File: src/rtl/pe_multicast_controller.sv
// Tag-matching front end for one PE: accepts bus packets addressed to this PE's
// ID (or the broadcast tag), queues them, and forwards them under pe_ready.
module pe_multicast_controller #(
   parameter int DATA_WIDTH = 8,
   parameter int TAG_BIT    = 5,
   parameter int FIFO_DEPTH = 4,
   parameter int CNT_BIT    = 16
) (
   input  logic                  clk,
   input  logic                  rst,
   input  logic                  set_id,
   input  logic [TAG_BIT-1:0]    id_in,
   input  logic [TAG_BIT-1:0]    tag_in,
   input  logic [DATA_WIDTH:0]   data_in,
   output logic                  data_ready,
   output logic [DATA_WIDTH:0]   data_out,
   input  logic                  pe_ready,
   output logic                  configured,
   output logic [CNT_BIT-1:0]    match_cnt
);

   localparam int AW = (FIFO_DEPTH > 1) ? $clog2(FIFO_DEPTH) : 1;
   localparam logic [TAG_BIT-1:0] BCAST_TAG  = '1;
   localparam logic [AW:0]        FULL_COUNT = (AW+1)'(FIFO_DEPTH);

   logic [TAG_BIT-1:0]    id_reg;
   logic                  configured_reg;
   logic [AW-1:0]         head_reg;
   logic [AW-1:0]         tail_reg;
   logic [AW:0]           count_reg;
   logic [AW:0]           count_next;
   logic [CNT_BIT-1:0]    match_cnt_reg;
   logic [DATA_WIDTH-1:0] mem [FIFO_DEPTH];

   logic                  pkt_enable;
   logic [DATA_WIDTH-1:0] pkt_payload;
   logic                  full;
   logic                  empty;
   logic                  match;
   logic                  push;
   logic                  pop;

   assign pkt_enable  = data_in[DATA_WIDTH];
   assign pkt_payload = data_in[DATA_WIDTH-1:0];

   assign full  = (count_reg == FULL_COUNT);
   assign empty = (count_reg == '0);

   // Matching uses the registered ID, so a concurrent set_id only affects later packets.
   assign match = configured_reg && ((tag_in == id_reg) || (tag_in == BCAST_TAG));

   // Unaddressed or unconfigured traffic is always let through; only our own packets can stall.
   assign data_ready = !match || !full;

   assign push = pkt_enable && match && !full;
   assign pop  = !empty && pe_ready;

   always_comb begin
      count_next = count_reg;
      case ({push, pop})
         2'b10:   count_next = count_reg + (AW+1)'(1);
         2'b01:   count_next = count_reg - (AW+1)'(1);
         default: count_next = count_reg;
      endcase
   end

   always_ff @(posedge clk) begin
      if (rst) begin
         id_reg         <= '0;
         configured_reg <= 1'b0;
      end else if (set_id && (id_in != BCAST_TAG)) begin
         id_reg         <= id_in;
         configured_reg <= 1'b1;
      end
   end

   always_ff @(posedge clk) begin
      if (rst) begin
         head_reg  <= '0;
         tail_reg  <= '0;
         count_reg <= '0;
      end else begin
         if (push) begin
            tail_reg <= tail_reg + AW'(1);
         end
         if (pop) begin
            head_reg <= head_reg + AW'(1);
         end
         count_reg <= count_next;
      end
   end

   always_ff @(posedge clk) begin
      if (rst) begin
         match_cnt_reg <= '0;
      end else if (push) begin
         match_cnt_reg <= match_cnt_reg + CNT_BIT'(1);
      end
   end

   // Storage carries no reset; stale entries are never visible because data_out is gated by empty.
   always_ff @(posedge clk) begin
      if (push) begin
         mem[tail_reg] <= pkt_payload;
      end
   end

   assign data_out   = empty ? '0 : {1'b1, mem[head_reg]};
   assign configured = configured_reg;
   assign match_cnt  = match_cnt_reg;

endmodule
File: config.mk
export PLATFORM = sky130hd
export DESIGN_NAME = pe_multicast_controller
export DESIGN_NICKNAME = d
export VERILOG_FILES = /design/src/rtl/pe_multicast_controller.sv
export SDC_FILE = /design/constraint.sdc
export NUM_CORES = 1
export LEC_CHECK = 0
export ABC_CLOCK_PERIOD_IN_PS = 5300
export CORE_ASPECT_RATIO = 2
export CORE_MARGIN = 2
export CORE_UTILIZATION = 40
export CTS_CLUSTER_SIZE = 28
export DETAILED_ROUTE_END_ITERATION = 12
export PLACE_DENSITY = 0.65
export SLEW_MARGIN = 10
export SYNTH_ARGS = -nofsm -noshare
export SYNTH_HDL_FRONTEND = slang
export SYNTH_SLANG_ARGS = --single-unit
File: constraint.sdc
create_clock -name clk -period 5.3 [get_ports clk]
set_clock_uncertainty 0.1 [all_clocks]
set_input_delay 1.06 -clock clk [delete_from_list [all_inputs] [get_ports clk]]
set_output_delay 1.06 -clock clk [all_outputs]
set_load 0.01 [all_outputs]
## Word level (Yosys, flattened, before mapping)

Memory sizes are Yosys's and may differ from the RTL's. A register that Yosys moved wholly into a read port is not among the register bits.
Index checks and enable logic that the tools add are counted.

- Register bits: 29
- Latch bits: 0
- RAM bits: 32
- ROM bits: 0
- Bits of input ports: 23
- Output and inout bits: 27
- Logic and storage cells: 36
- Memories: 1

- Add/sub/neg operators: 5
- Multipliers: 0
- Divide/modulo/power cells: 0
- Order comparisons: 0
- Equal/unequal tests: 6
- Shift-type cells: 0
- Mux-type cells: 6
- Bitwise operators: 0
- Reductions and logical operators: 12

Memory list:

| memory | depth | width | read ports | clocked after memory_dff | write ports | line | RTL |
|---|---|---|---|---|---|---|---|
| mem | 4 | 8 | 1 | 1 | 1 | 33 | `logic [DATA_WIDTH-1:0] mem [FIFO_DEPTH];` |

Operators with widths:

| kind | number |
|---|---|
| 16-bit by 1-bit adder with 16-bit output (second input constant) | 1 |
| 9-bit two-way mux | 1 |
| 3-bit case mux with 2 select lines | 1 |
| 5-bit equality test | 1 |
| 5-bit equality test (second input constant) | 1 |
| 1-bit logical AND | 5 |
| 5-bit != test (second input constant) | 1 |
| 2-bit by 1-bit adder with 2-bit output (second input constant) | 2 |
| 2-bit two-way mux | 2 |
| 3-bit by 1-bit adder with 3-bit output (second input constant) | 1 |
| 3-bit equality test (second input constant) | 1 |
| 1-bit zero test | 3 |
| 3-bit zero test | 1 |
| 3-bit by 1-bit subtractor with 3-bit output (second input constant) | 1 |
| 2-bit by 1-bit equality test with 1-bit output (second input constant) | 1 |
| 2-bit equality test (second input constant) | 1 |
| 1-bit logical OR | 2 |
| 1-bit two-way mux | 2 |
| 2-bit nonzero test | 1 |

## Depth between registers and ports, before layout

- Depth after elaboration: 7
- Gate-level depth with buffers: 11
- Mapped depth without buffers: 10

## Worst setup path before layout

OpenSTA, ideal clock, no wires.

- Path kind: input-to-output
- Start: in tag_in[4]
- End: out data_ready
- Arrival time: 2.154 ns
- Data required time: 4.140 ns
- Slack: 1.986 ns
- Cell stages on the path: 5
- Buffers on the path: 1
- Cells stage by stage: xor2_1 nor3_4 a31oi_4 buf_6 or3_2

- Word-level cells in the longest chain between the ends: 5
- Elaborated cells between the ends (all ways): 6
- Those cells by class: eq/ne (2); reduce/logical (4)

RTL lines:

| item | line | RTL |
|---|---|---|
| start, declared | 13 | `input logic [TAG_BIT-1:0] tag_in,` |
| 5-bit equality test | 50 | `assign match = configured_reg && ((tag_in == id_reg) \|\| (tag_in == BCAST_TAG));` |
| 1-bit logical OR * | 50 |  |
| 1-bit logical AND * | 50 |  |
| 1-bit zero test * | 53 | `assign data_ready = !match \|\| !full;` |
| 1-bit logical OR * | 53 |  |
| end, declared | 15 | `output logic data_ready,` |

Mark *: on every way between the ends. The rest lies on a longest branch, timed or not.

## Worst setup path after layout

Ends and elaborated chain as after synthesis.

==> results.toml <==
[status]
outcome = "complete, no violations"

[worst_setup_path]
critical_path_class = "in2out"
crit_arrival_ns = 3.07
required_ns = 4.14
r2r_slack_ns = 2.31
endpoint_kind = "output port"
worstRegToRegCells = 10
cp_max_fo = 15
r2r_end = "count_reg[2]"
timing.rr.start = "count_reg[0]"
start_kind = "input pin"

[synthesis]
yosysUniqueCellTypes = 40
avgSynthCellArea_um2 = 12.1
seq_area_frac_synth_pct = 56.7
ys_warn_count = 0
syn_area_um2 = 2790
postSynthCellCount = 231
synth_fp_nets = 261
synth_seq_cells = 63

[power]
power.leakage_nw = 1.23
ir_worst_vdd_mv = 0.200
finalPower_w = 0.00119
pwr_density_cell_nw_per_um2 = 326

[cells_and_area]
fin_nets = 310
fin_util_pct = 53.5
num_antenna_cells = 0
layout.cells.non_filler = 375
drive_gt1_share_pct = 10.5
largest_reg_flops = 32
synthToLayoutAreaGrowth_pct = 31.0

[min_path]
hold_depth = 2
hold_end = "match_cnt[15]"
worstHoldPathType = "reg2reg"
hp-start = "match_cnt[15]"

[global_routing]
grt_pass1_vias = 1900
grt_antenna_before_repair = 0
grt_max_degree = 32
grt.total_usage_pct = 15.4
grt_overflow_total = 0
grt_pass1_wl_mm = 8.84

[routing]
drt_iter0_markers = 79
drt-pass1-iter-count = 4
drc_errors = 0
routed_wl_mm = 5.40
wl_per_cell_um = 14.4
ant_nets = 0
vias = 1953
viasPerCell = 5.21

[timing]
post-route-period-util_pct = 79.9
tightest_slew_ns = 1.13
fmax_mhz = 236
hold_viol = 0
setup_tns_ns = 0
finalCriticalPeriod_ns = 4.23
setup_viol = 0
relSlewSlack_pct = 24.5
grt_setup_unrepaired = "false"
final-max-slew-violation-count = 0
final.setup.worst_slack_ns = 1.07

[placement]
numPortBuffers = 49
gp_congestion = 0.781
dp_hpwl_mm = 3.79
post-place-ws_ns = 1.06
dpl.cell_count = 359

[clocking]
clkSlewWorstSetupHoldPaths_ns = 0.05
cts-htree-levels = 3
postCtsHoldBufs = 0
postCtsSetupBuffers = 0
ctsResizeCount = 0
cts.path.max_buffers = 2
clock-root-buffer = "clkbuf_16"
cts_buffers = 9
cts_tree = "built"
clkLatencyLatePin_ns = 0.32
numClockSinks = 63

[run]
drv_cap = 0

[floorplan]
start_util_pct = 40.8
die_area_um2 = 7700
core_area_um2 = 6830
rows = 43
dieWidth_um = 63.0
io_pins = 50
chipHeight_um = 122
[report_power, final]
group	internal, W	switching, W	total, W	leakage, nW
Combinational	0.0000299	0.0000251	0.0000550	0.531
Sequential	0.000517	0.00000429	0.000521	0.539
Clock	0.000422	0.000191	0.000613	0.157
Total	0.000969	0.000221	0.00119	1.23
[metrics by stage]
stage / hold slack, ns / instance area (um2)
final: 0.384 / 3650
after global routing: 0.404 / 3650
after CTS: 0.387 / 3650
after detailed placement: 0.379 / 3340
after global placement: 0.370 / 3340
after floorplan: 0.361 / 2790
[cell type report]
class / instances / area [um2]
multi-input cells: 145 / 1110
flip-flops and latches: 63 / 1580
well taps: 90 / 113
repair buffers: 49 / 490
clock buffers: 12 / 246
inverters: 12 / 45.0
clock inverters: 4 / 70.1
fillers: 624 / 3180
[worst max-delay path: stages]
cell and delay [ns]:
clkdlybuf4s50_1 0.43, xor2_1 0.18, nor3_4 0.26, a31oi_4 0.20
or3_2 0.45, clkdlybuf4s50_1 0.49
[worst max path at each step]
stage,from,cells past startpoint,slack [ns],endpoint
2_1_floorplan,tag_in[4],5,1.99,data_ready
3_3_place_gp,tag_in[4],6,1.12,data_ready
3_5_place_dp,tag_in[4],6,1.06,data_ready
4_1_cts,tag_in[4],6,1.06,data_ready
5_1_grt,tag_in[4],6,0.98,data_ready
6_report,tag_in[4],6,1.07,data_ready
[placed cells by master, fill, tap and decap left out, types with 2 or more instances in the layout]
| master | n |
|---|---|
| clkdlybuf4s50_1 | 49 |
| edfxtp_1 | 32 |
| dfxtp_1 | 31 |
| a21oi_1 | 18 |
| and2_1 | 14 |
| nand2_1 | 13 |
| nor2_1 | 13 |
| inv_1 | 11 |
| clkbuf_16 | 9 |
| mux4_2 | 8 |
| or4_1 | 8 |
| or3_1 | 7 |
| nand3_1 | 7 |
| o21ai_0 | 7 |
| o31ai_1 | 7 |
| xor2_1 | 6 |
| ha_1 | 6 |
| nand4_1 | 5 |
| mux2i_1 | 4 |
| xnor2_1 | 3 |
| xnor2_2 | 2 |
| and4_1 | 2 |
| and3_1 | 2 |
| bufinv_16 | 2 |
| clkinv_2 | 2 |
| clkbuf_1 | 2 |
[synth_stat cells]
library cell   n  share of area [%]
a21o_1         1               0.27
a21o_2         1               0.31
a21oi_1       18                3.2
a221oi_1       1               0.31
a31oi_4        1               0.76
and2_1        14                3.1
and3_1         2               0.45
and4_1         2               0.63
and4b_1        1               0.36
and4bb_2       1               0.45
buf_1          3               0.40
buf_2          2               0.36
buf_4          1               0.27
buf_6          1               0.40
clkbuf_1       4               0.54
dfxtp_1       31                 22
edfxtp_1      32                 34
fa_1           1               0.72
ha_1           6                2.7
inv_1         11                1.5
inv_2          1               0.13
mux2i_1        4                1.4
mux4_2         8                6.5
nand2_1       13                1.7
nand3_1        7                1.3
nand4_1        5                1.1
nor2_1        13                1.7
nor2b_1        1               0.22
nor3_1         1               0.18
nor3_4         1               0.58
o21ai_0        7                1.3
o21ai_1        1               0.18
o31ai_1        7                1.9
or3_1          7                1.6
or3_2          1               0.27
or3b_1         1               0.31
or4_1          8                2.2
xnor2_1        3               0.94
xnor2_2        2                1.2
xor2_1         6                1.9
[kinds of logic (layout without fill, tap and decap cells)]
logic type | after synthesis | count (layout) | synth area share (%)
compound gates | 37 | 37 | 8.21
flops | 63 | 63 | 56.7
buf+inv | 23 | 77 | 3.59
xor+xnor | 11 | 11 | 3.99
mux | 12 | 12 | 7.90
fa+ha+maj | 7 | 7 | 3.41
simple gates | 78 | 78 | 16.2
[per-layer routing]
layer  global-route usage (%)  vias to the layer above  wire length (um)
li1                         -                      946                 -
met5                        0                        -                 0
met1                     15.9                      952              2220
met3                     5.63                       10               262
met2                     26.4                       45              2770
met4                     9.31                        0               146
Note: power is estimated with default switching activity, not from simulation.
